## config.mk

```make
export PLATFORM = sky130hd
export DESIGN_NAME = ysyx_axi_txn_sched
export DESIGN_NICKNAME = d
export VERILOG_FILES = /design/src/rtl/ysyx_bus_pkg.sv /design/src/rtl/ysyx_axi_lane_align.sv /design/src/rtl/ysyx_axi_txn_sched.sv
export SDC_FILE = /design/constraint.sdc
export NUM_CORES = 1
export LEC_CHECK = 0
export BUFFER_PORTS_ARGS = -buffer_cell sky130_fd_sc_hd__buf_2
export CAP_MARGIN = 20
export CORE_ASPECT_RATIO = 0.6
export CORE_MARGIN = 3
export CORE_UTILIZATION = 30
export CTS_CLUSTER_DIAMETER = 60
export DETAILED_ROUTE_END_ITERATION = 8
export PLACE_DENSITY = 0.55
export SYNTH_ARGS = -nofsm -noshare
export SYNTH_HDL_FRONTEND = slang
export SYNTH_SLANG_ARGS = --single-unit
```

## constraint.sdc

```tcl
create_clock -name clk -period 2.93 [get_ports clk]
set_input_delay 0.4395 -clock clk [delete_from_list [all_inputs] [get_ports clk]]
set_output_delay 0.4395 -clock clk [all_outputs]
set_load 0.02 [all_outputs]
```

## src/rtl/ysyx_bus_pkg.sv

```systemverilog
// Shared types and constants for the core-side AXI bus: FSM/owner enums,
// the byte-mask to AXI size encoder and the SoC address map.
package ysyx_bus_pkg;

  typedef enum logic [2:0] {
    ST_IDLE = 3'd0,
    ST_AR   = 3'd1,
    ST_R    = 3'd2,
    ST_AW_W = 3'd3,
    ST_B    = 3'd4
  } state_e;

  typedef enum logic [1:0] {
    OWN_IFU   = 2'd0,
    OWN_LOAD  = 2'd1,
    OWN_STORE = 2'd2
  } owner_e;

  localparam logic [1:0] RESP_OKAY = 2'b00;
  localparam logic [2:0] SIZE_WORD = 3'd2;

  localparam logic [31:0] SRAM_BASE  = 32'h0f00_0000;
  localparam logic [31:0] MROM_BASE  = 32'h2000_0000;
  localparam logic [31:0] FLASH_BASE = 32'h3000_0000;
  localparam logic [31:0] PSRAM_BASE = 32'h8000_0000;
  localparam logic [31:0] SDRAM_BASE = 32'ha000_0000;

  // Unsupported masks fall back to a single byte.
  function automatic logic [2:0] size_enc(input logic [7:0] mask);
    case (mask)
      8'h01:   return 3'd0;
      8'h03:   return 3'd1;
      8'h0f:   return 3'd2;
      default: return 3'd0;
    endcase
  endfunction

endpackage

```

## src/rtl/ysyx_axi_lane_align.sv

```systemverilog
// Combinational lane steering between 32-bit requester data and the 64-bit
// AXI data bus: read extract/right-align, write replicate and strobe shift.
module ysyx_axi_lane_align (
  input  logic [2:0]  addr_lo,
  input  logic [63:0] bus_rdata,
  output logic [31:0] rd_data,
  input  logic [31:0] wr_data,
  input  logic [3:0]  wr_mask,
  output logic [63:0] bus_wdata,
  output logic [7:0]  bus_wstrb
);

  logic [4:0]  byte_sh;
  logic [31:0] rd_lane;
  logic [31:0] wr_shift;
  logic [3:0]  strb_shift;

  always_comb begin
    byte_sh    = {addr_lo[1:0], 3'b000};
    rd_lane    = addr_lo[2] ? bus_rdata[63:32] : bus_rdata[31:0];
    rd_data    = rd_lane >> byte_sh;
    wr_shift   = wr_data << byte_sh;
    // Data goes on both halves; the strobe alone selects the live half.
    bus_wdata  = {wr_shift, wr_shift};
    strb_shift = wr_mask << addr_lo[1:0];
    bus_wstrb  = addr_lo[2] ? {strb_shift, 4'b0000} : {4'b0000, strb_shift};
  end

endmodule

```

## src/rtl/ysyx_axi_txn_sched.sv

```systemverilog
// Single-outstanding AXI4 master sequencer for IFU fetch, LSU load and LSU
// store, with response routing, sticky bus error and an IFU starvation guard.
module ysyx_axi_txn_sched
  import ysyx_bus_pkg::*;
#(
  parameter int ADDR_W     = 32,
  parameter int DATA_W     = 32,
  parameter int STARVE_MAX = 4
) (
  input  logic              clk,
  input  logic              rst_n,
  input  logic [ADDR_W-1:0] ifu_araddr,
  input  logic              ifu_arvalid,
  output logic [DATA_W-1:0] ifu_rdata_o,
  output logic              ifu_rvalid_o,
  input  logic [ADDR_W-1:0] lsu_araddr,
  input  logic              lsu_arvalid,
  input  logic [7:0]        lsu_rstrb,
  output logic [DATA_W-1:0] lsu_rdata_o,
  output logic              lsu_rvalid_o,
  input  logic [ADDR_W-1:0] lsu_awaddr,
  input  logic              lsu_wvalid,
  input  logic [DATA_W-1:0] lsu_wdata,
  input  logic [7:0]        lsu_wstrb,
  output logic              lsu_wready_o,
  output logic              io_master_arvalid,
  input  logic              io_master_arready,
  output logic [ADDR_W-1:0] io_master_araddr,
  output logic [2:0]        io_master_arsize,
  input  logic              io_master_rvalid,
  output logic              io_master_rready,
  input  logic [63:0]       io_master_rdata,
  input  logic [1:0]        io_master_rresp,
  output logic              io_master_awvalid,
  input  logic              io_master_awready,
  output logic [ADDR_W-1:0] io_master_awaddr,
  output logic [2:0]        io_master_awsize,
  output logic              io_master_wvalid,
  input  logic              io_master_wready,
  output logic [63:0]       io_master_wdata,
  output logic [7:0]        io_master_wstrb,
  output logic              io_master_wlast,
  input  logic              io_master_bvalid,
  output logic              io_master_bready,
  input  logic [1:0]        io_master_bresp,
  output logic              bus_err_o,
  output logic [2:0]        dbg_state_o
);

  localparam int SW = $clog2(STARVE_MAX + 1);
  localparam logic [SW-1:0] STARVE_CAP = SW'(STARVE_MAX);

  state_e              state_q, state_d;
  owner_e              owner_q, owner_d;
  logic [ADDR_W-1:0]   addr_q, addr_d;
  logic [2:0]          size_q, size_d;
  logic [DATA_W-1:0]   wdata_q, wdata_d;
  logic [3:0]          wmask_q, wmask_d;
  logic [SW-1:0]       starve_q, starve_d;
  logic                aw_done_q, aw_done_d, w_done_q, w_done_d;
  logic [DATA_W-1:0]   rdata_q, rdata_d;
  logic                ifu_rvalid_q, ifu_rvalid_d;
  logic                lsu_rvalid_q, lsu_rvalid_d;
  logic                lsu_wready_q, lsu_wready_d;
  logic                bus_err_q, bus_err_d;
  logic                pulse_busy, aw_fin, w_fin;
  logic [31:0]         rd_lane;

  ysyx_axi_lane_align u_align (
    .addr_lo   (addr_q[2:0]),
    .bus_rdata (io_master_rdata),
    .rd_data   (rd_lane),
    .wr_data   (wdata_q),
    .wr_mask   (wmask_q),
    .bus_wdata (io_master_wdata),
    .bus_wstrb (io_master_wstrb)
  );

  always_comb begin
    state_d      = state_q;
    owner_d      = owner_q;
    addr_d       = addr_q;
    size_d       = size_q;
    wdata_d      = wdata_q;
    wmask_d      = wmask_q;
    starve_d     = starve_q;
    aw_done_d    = aw_done_q;
    w_done_d     = w_done_q;
    rdata_d      = rdata_q;
    ifu_rvalid_d = 1'b0;
    lsu_rvalid_d = 1'b0;
    lsu_wready_d = 1'b0;
    bus_err_d    = bus_err_q;
    // A completion pulse means the requester has not yet dropped its valid.
    pulse_busy   = ifu_rvalid_q | lsu_rvalid_q | lsu_wready_q;
    aw_fin       = aw_done_q | io_master_awready;
    w_fin        = w_done_q | io_master_wready;
    unique case (state_q)
      ST_IDLE: if (!pulse_busy) begin
        if (ifu_arvalid && (starve_q == STARVE_CAP || !(lsu_wvalid || lsu_arvalid))) begin
          state_d  = ST_AR;
          owner_d  = OWN_IFU;
          addr_d   = ifu_araddr;
          size_d   = SIZE_WORD;
          starve_d = '0;
        end else if (lsu_wvalid) begin
          state_d = ST_AW_W;
          owner_d = OWN_STORE;
          addr_d  = lsu_awaddr;
          size_d  = size_enc(lsu_wstrb);
          wdata_d = lsu_wdata;
          wmask_d = lsu_wstrb[3:0];
          if (ifu_arvalid && starve_q != STARVE_CAP) starve_d = starve_q + 1'b1;
        end else if (lsu_arvalid) begin
          state_d = ST_AR;
          owner_d = OWN_LOAD;
          addr_d  = lsu_araddr;
          size_d  = size_enc(lsu_rstrb);
          if (ifu_arvalid && starve_q != STARVE_CAP) starve_d = starve_q + 1'b1;
        end
      end
      ST_AR: if (io_master_arready) state_d = ST_R;
      ST_R: if (io_master_rvalid) begin
        rdata_d      = rd_lane;
        ifu_rvalid_d = (owner_q == OWN_IFU);
        lsu_rvalid_d = (owner_q == OWN_LOAD);
        if (io_master_rresp != RESP_OKAY) bus_err_d = 1'b1;
        state_d      = ST_IDLE;
      end
      ST_AW_W: begin
        if (aw_fin && w_fin) begin
          aw_done_d = 1'b0;
          w_done_d  = 1'b0;
          state_d   = ST_B;
        end else begin
          aw_done_d = aw_fin;
          w_done_d  = w_fin;
        end
      end
      ST_B: if (io_master_bvalid) begin
        lsu_wready_d = 1'b1;
        if (io_master_bresp != RESP_OKAY) bus_err_d = 1'b1;
        state_d      = ST_IDLE;
      end
      default: state_d = ST_IDLE;
    endcase
  end

  always_ff @(posedge clk or negedge rst_n) begin
    if (!rst_n) begin
      state_q      <= ST_IDLE;
      owner_q      <= OWN_IFU;
      addr_q       <= '0;
      size_q       <= '0;
      wdata_q      <= '0;
      wmask_q      <= '0;
      starve_q     <= '0;
      aw_done_q    <= 1'b0;
      w_done_q     <= 1'b0;
      rdata_q      <= '0;
      ifu_rvalid_q <= 1'b0;
      lsu_rvalid_q <= 1'b0;
      lsu_wready_q <= 1'b0;
      bus_err_q    <= 1'b0;
    end else begin
      state_q      <= state_d;
      owner_q      <= owner_d;
      addr_q       <= addr_d;
      size_q       <= size_d;
      wdata_q      <= wdata_d;
      wmask_q      <= wmask_d;
      starve_q     <= starve_d;
      aw_done_q    <= aw_done_d;
      w_done_q     <= w_done_d;
      rdata_q      <= rdata_d;
      ifu_rvalid_q <= ifu_rvalid_d;
      lsu_rvalid_q <= lsu_rvalid_d;
      lsu_wready_q <= lsu_wready_d;
      bus_err_q    <= bus_err_d;
    end
  end

  // valid/ready: each AXI valid is raised from latched state and held until
  // the cycle its ready is sampled high; requester valids are held until the
  // one-cycle completion pulse and dropped on the following cycle.
  assign io_master_arvalid = (state_q == ST_AR);
  assign io_master_rready  = (state_q == ST_R);
  assign io_master_awvalid = (state_q == ST_AW_W) && !aw_done_q;
  assign io_master_wvalid  = (state_q == ST_AW_W) && !w_done_q;
  assign io_master_wlast   = io_master_wvalid;
  assign io_master_bready  = (state_q == ST_B);
  assign io_master_araddr  = addr_q;
  assign io_master_awaddr  = addr_q;
  assign io_master_arsize  = size_q;
  assign io_master_awsize  = size_q;
  assign ifu_rdata_o       = rdata_q;
  assign lsu_rdata_o       = rdata_q;
  assign ifu_rvalid_o      = ifu_rvalid_q;
  assign lsu_rvalid_o      = lsu_rvalid_q;
  assign lsu_wready_o      = lsu_wready_q;
  assign bus_err_o         = bus_err_q;
  assign dbg_state_o       = state_q;

endmodule
```

==> impl_metrics.json, run 1 <==
{
  "fin_crit_sh": 0.8669,
  "slew-limit-headroom": 0.4846,
  "hold_viol_final": 0,
  "power.total_mw": 12.97,
  "routedWlPerCell_microns": 19.60,
  "synthArstFlopShare": 1.000,
  "place_ws_ns": 0.7494,
  "tightest_slew_ns": 0.7713,
  "cts_tree": "yes",
  "firstDrtPassIters": 6,
  "grt_overflow": 0,
  "root_buffer": "clkbuf_16",
  "vias": 6561,
  "num_io_pins": 441,
  "topRoutingLayerUsed": "met4",
  "cts.sink_count": 116,
  "clkTransAtPathRegs_ns": 0.05,
  "powerDensity_mw_per_mm2": 1339,
  "ir_drop_uv": 955.2,
  "drv_slew": 0,
  "crit_type": "reg -> out",
  "cp.required_ns": 2.49,
  "fin_nets": 1256,
  "dp_cells": 1327,
  "fin_skew_ns": 0.005232,
  "seqPwrFrac": 0.244,
  "grt_antenna_before_repair": 2,
  "die_area_sq_mm": 0.02608,
  "die_y_microns": 126.3,
  "core_area_sq_mm": 0.02340,
  "postRouteAntennaNets": 0,
  "syn_inst": 704,
  "fin_ws_ns": 0.3899,
  "insertion_delay_ns": 0.43,
  "hpwl_mm": 20.93,
  "hold_ws_ns": 0.2264,
  "drt-met1-wl_mm": 11.30,
  "rsz0062_at_grt": "false",
  "yosysWarnings": 0,
  "period_minus_slack_ns": 2.540,
  "clk_path_buf_depth": 2,
  "synth-edff-count": 0,
  "drt_iter0_markers": 416,
  "syn_area_sq_mm": 0.007237,
  "ys_types": 48,
  "area_growth_pct": 33.87,
  "gp_congestion": 0.8286,
  "h-tree-depth": 4,
  "instances_no_fill": 1363,
  "status": "finished, final reports clean",
  "ys.flop_type": "dfrtp_1",
  "place.port_buffers": 438,
  "drive_gt1_frac": 0.5307,
  "end_kind": "output port",
  "netSwitchingPower_mw": 6.243,
  "initial_utilization": 0.3092,
  "die_w_microns": 206.5,
  "grt_pass1_wl_mm": 38.91,
  "hold_path_class": "in -> reg",
  "numCtsBuffers": 17,
  "p_sw_frac": 0.4813,
  "clkPwrFrac": 0.176,
  "setup_violations": 0,
  "p_leak_nw": 5.121,
  "cp.arrival_ns": 2.10,
  "drv_cap": 0,
  "final.fill_count": 2355,
  "routed_wl_mm": 26.72,
  "grt_pass1_vias": 6438,
  "comb_power_share": 0.580,
  "ys_seq_elements": 116,
  "num_rows": 43,
  "dr_wl_met3_mm": 1.798,
  "drc_errors": 0,
  "fin_tns_setup_ns": 0,
  "syn_area_per_cell_sq_um": 10.28,
  "ys_seq_area_frac": 0.4011,
  "final_common_cell": "buf_2",
  "grt_start_max_net_pins": 60,
  "grt_util_all_layers": 0.1976,
  "wl_met2_mm": 13.31,
  "cp_max_fo": 26,
  "startpoint_type": "flip-flop",
  "clock.fmax_mhz": 393.7,
  "p_int_mw": 6.728,
  "via_per_inst": 4.814,
  "layout_common_cells": "buf_2, dfrtp_1, nand2_1, mux2i_1, o21ai_0"
}
## power groups by stage
| stage | Clock [mW] | Sequential (mW) | Combinational, mW |
|---|---|---|---|
| global placement | 0 | 3.17 | 7.56 |
| floorplan | 0 | 3.40 | 5.64 |
| global route | 2.40 | 3.30 | 8.12 |
| finish | 2.28 | 3.17 | 7.53 |
| detailed placement | 0 | 3.18 | 7.61 |
| CTS | 2.33 | 3.18 | 7.63 |
## area by class of cell
class                      instances  area (sq um)  area share
antenna                            4         10.01    0.001033
clock buffer                      22         484.2     0.04998
clock inverter                     9         150.1     0.01550
inverter                          15         56.30    0.005812
multi-input combinational        424          3288      0.3394
sequential                       116          2908      0.3001
tap                              315         394.1     0.04068
timing repair buffer             458          2397      0.2474
## cells in the mapped netlist (2+ instances only)
cell        n  area share
clkbuf_1   21       0.011
nand2b_1    4      0.0035
o21ai_0    47       0.033
dfrtp_1   116        0.40
buf_4     102        0.11
and2_1     10      0.0086
nand2_1    72       0.037
o22ai_1     2      0.0017
nor4b_1     2      0.0024
nor3b_1     3      0.0031
mux2_2      7       0.011
or2_2       2      0.0017
nor3_1      5      0.0035
o21a_1      2      0.0021
a22o_1      8      0.0097
nor2_1     38       0.020
a21o_1      2      0.0021
inv_1      14      0.0073
mux2i_1    53       0.073
a22oi_1     8      0.0083
ha_1        2      0.0035
a21oi_1    27       0.019
nand3_1     3      0.0021
mux2_4     31       0.064
buf_2      17       0.012
a211oi_1    8      0.0083
nor2b_1    12       0.010
o31ai_1    12       0.012
o221ai_1    8      0.0097
nor4_1      2      0.0017
buf_6       4      0.0062
o21ai_1     4      0.0028
buf_1       6      0.0031
mux4_2     16       0.050
a222oi_1   21       0.029
## final timing paths
check | startpoint | to | slack (ns) | cells after the start
hold / removal | io_master_bvalid | dbg_state_o[2] | 0.23 | 2
setup reg to reg | dbg_state_o[1] | io_master_arsize[0] | 0.75 | 4
setup / recovery | io_master_araddr[0] | io_master_wdata[21] | 0.39 | 4
hold reg to reg | owner_q[1] | lsu_rvalid_o | 0.46 | 1
min in group asynchronous | rst_n | io_master_araddr[15] | 0.46 | 2
max in group asynchronous | rst_n | ifu_rdata_o[3] | 1.63 | 3
## flip-flops by register name (all words and copies together), names as in the netlist
| name | count |
|---|---|
| aw_done_q | 1 |
| lsu_rvalid_o | 1 |
| io_master_arsize | 2 |
| owner_q | 2 |
| io_master_araddr | 32 |
| wmask_q | 4 |
| starve_q | 3 |
| w_done_q | 1 |
| wdata_q | 32 |
| dbg_state_o | 3 |
| ifu_rvalid_o | 1 |
| bus_err_o | 1 |
| lsu_wready_o | 1 |
| ifu_rdata_o | 32 |
## metal layers
layer | vias up | global-route usage
li1 | 3088 | -
met1 | 3186 | 0.2538
met2 | 268 | 0.3388
met3 | 19 | 0.04642
met4 | 0 | 0.04585
met5 | - | 0
## metrics by stage
stage               area [sq um]    util
finish                      9688  0.4140
global route                9683  0.4137
CTS                         9678  0.4135
detailed placement          9034  0.3860
global placement            9034  0.3860
floorplan                   7241       -
## worst max-delay path, stage by stage (launching register included)
cell,delay (ns)
dfrtp_4,0.64
buf_4,0.35
mux2i_1,0.11
o21ai_0,0.32
buf_2,0.24
## kinds of logic after synthesis
group / share of synthesized area
muxes: 0.1983
buffers and inverters: 0.1456
and+or+nand+nor: 0.1025
AOI/OAI and AO/OA: 0.1485
DFF: 0.4011
adders and majority gates: 0.003457
other: 0.0005182
## what timing repair did
action	4_1_cts	5_1_grt
hold buffers	1	0
buffers inserted	0	0
gates resized for setup	0	0
endpoints found under the hold margin	22	0
(Power assumes the default switching activity.)
==> run 2: changes to the inputs <==
Settings changed: CTS_BUF_LIST from default to sky130_fd_sc_hd__clkbuf_4 sky130_fd_sc_hd__clkbuf_8.
==> run 2 against run 1 <==
  * Sequential power barely moved
  * Routed wire length rose by 0.10%
  * Critical path type unchanged
  * Final cell count barely moved
  * Total power fell by 4.3%
  * Largest cell class unchanged
  * Combinational power barely moved
  * Sequential share of layout area rose by 0.60 points
==> impl_metrics.json, run 2 (synthesized netlist as in run 1, its figures left out) <==
{
  "status": "finished, final reports clean",
  "drv_cap": 0,
  "insertion_delay_ns": 0.45,
  "cp_max_fo": 26,
  "dp_cells": 1327,
  "hpwl_mm": 20.93,
  "setup_violations": 0,
  "hold_viol_final": 0,
  "cp.arrival_ns": 2.14,
  "drive_gt1_frac": 0.5316,
  "gp_congestion": 0.8286,
  "final.fill_count": 2374,
  "drt_iter0_markers": 345,
  "seqPwrFrac": 0.255,
  "die_w_microns": 206.5,
  "hold_path_class": "in -> reg",
  "grt_start_max_net_pins": 60,
  "crit_family": "flip-flops",
  "slew-limit-headroom": 0.4866,
  "initial_utilization": 0.3092,
  "min_path_cells": 2,
  "die_y_microns": 126.3,
  "crit_type": "reg -> out",
  "clkTransAtPathRegs_ns": 0.07,
  "place.port_buffers": 438,
  "fin_tns_setup_ns": 0,
  "cts_tree": "yes",
  "clk_path_buf_depth": 2,
  "area_growth_pct": 31.24,
  "final_common_cell": "buf_2",
  "die_area_sq_mm": 0.02608,
  "rr_endpoint": "io_master_arsize[0]",
  "layout_common_cells": "buf_2, dfrtp_1, nand2_1, mux2i_1, o21ai_0",
  "fin_skew_ns": 0.008690,
  "comb_power_share": 0.607,
  "tightest_slew_ns": 0.7682,
  "cp_cell_sequence": "buf_4, mux2i_1, o21ai_0, buf_2",
  "ir_drop_uv": 950.3,
  "routedWlPerCell_microns": 19.64,
  "period_minus_slack_ns": 2.579,
  "rsz0062_at_grt": "false",
  "clkPwrFrac": 0.139,
  "cp.buffers_inverters": 2,
  "clock.fmax_mhz": 387.7,
  "num_rows": 43,
  "r2r_slack_ns": 0.75,
  "worst_hold_path.endpoint": "dbg_state_o[2]",
  "via_per_inst": 4.808,
  "vias": 6548,
  "h-tree-depth": 4,
  "postRouteAntennaNets": 0,
  "cts_resized": 0,
  "cts.sink_count": 116,
  "fin_crit_sh": 0.8803,
  "grt_antenna_before_repair": 2,
  "num_io_pins": 441,
  "routed_wl_mm": 26.74,
  "grt_util_all_layers": 0.1972,
  "ff2ff_path_depth": 4,
  "drv_slew": 0,
  "p_leak_nw": 5.037,
  "worstHoldStart": "io_master_bvalid",
  "powerDensity_mw_per_mm2": 1307,
  "startpoint_type": "flip-flop",
  "numCtsBuffers": 17,
  "root_buffer": "clkbuf_8",
  "core_area_sq_mm": 0.02340,
  "grt_pass1_wl_mm": 38.80,
  "grt_pass1_vias": 6421,
  "crit_slowest_cell": "dfrtp_4",
  "fin_nets": 1256,
  "cp.required_ns": 2.49,
  "slowest_delay_ns": 0.65,
  "netSwitchingPower_mw": 6.179,
  "grt_overflow": 0,
  "firstDrtPassIters": 7,
  "p_sw_frac": 0.4976,
  "r2r_start": "dbg_state_o[1]",
  "instances_no_fill": 1362,
  "p_int_mw": 6.238,
  "drc_errors": 0,
  "end_kind": "output port"
}
[run 2: power by group through the flow]
stage / clock [mW] / sequential (mW) / combinational (mW)
6_report: 1.72 / 3.16 / 7.53
4_1_cts: 1.78 / 3.17 / 7.62
2_1_floorplan: 0 / 3.40 / 5.64
3_5_place_dp: 0 / 3.18 / 7.61
3_3_place_gp: 0 / 3.17 / 7.56
5_1_grt: 1.85 / 3.29 / 8.11
[run 2: stage by stage]
stage          hold WS [ns]  total power [mW]  instance area, sq um    util  setup slack [ns]
2_1_floorplan        0.1439             9.036                  7241       -            0.4097
3_3_place_gp         0.3710             10.73                  9034  0.3860            0.7765
3_5_place_dp         0.3742             10.79                  9034  0.3860            0.7494
4_1_cts              0.1372             12.58                  9490  0.4055            0.2937
5_1_grt              0.1498             13.24                  9495  0.4057            0.1830
6_report             0.2021             12.42                  9498  0.4058            0.3507
[run 2: repair_timing]
item	in CTS	in global routing
hold buffers	1	0
buffers inserted	0	0
endpoints found under the hold margin	22	0
[run 2: worst max path at each step]
stage,start,endpoint,slack [ns],cells past startpoint
6_report,io_master_araddr[0],io_master_wdata[21],0.35,4
5_1_grt,io_master_araddr[1],io_master_wstrb[2],0.18,6
3_3_place_gp,dbg_state_o[1],io_master_arsize[0],0.78,4
3_5_place_dp,dbg_state_o[1],io_master_arsize[0],0.75,4
4_1_cts,io_master_araddr[0],io_master_wdata[21],0.29,4
2_1_floorplan,io_master_araddr[0],io_master_wdata[49],0.41,6
[run 2: final cells by class]
class	instances	area, sq um	share of cell area
sequential	116	2908	0.3062
inverter	15	56.30	0.005928
clock inverter	9	150.1	0.01581
antenna	3	7.507	0.0007904
timing repair buffer	458	2397	0.2524
clock buffer	22	296.5	0.03122
multi-input combinational	424	3288	0.3462
tap	315	394.1	0.04150
[run 2: metal layers]
layer	GRT usage	wire length [microns]
met1	0.2521	11480
met2	0.3382	13170
met3	0.04591	1753
met4	0.04904	342
met5	0	0
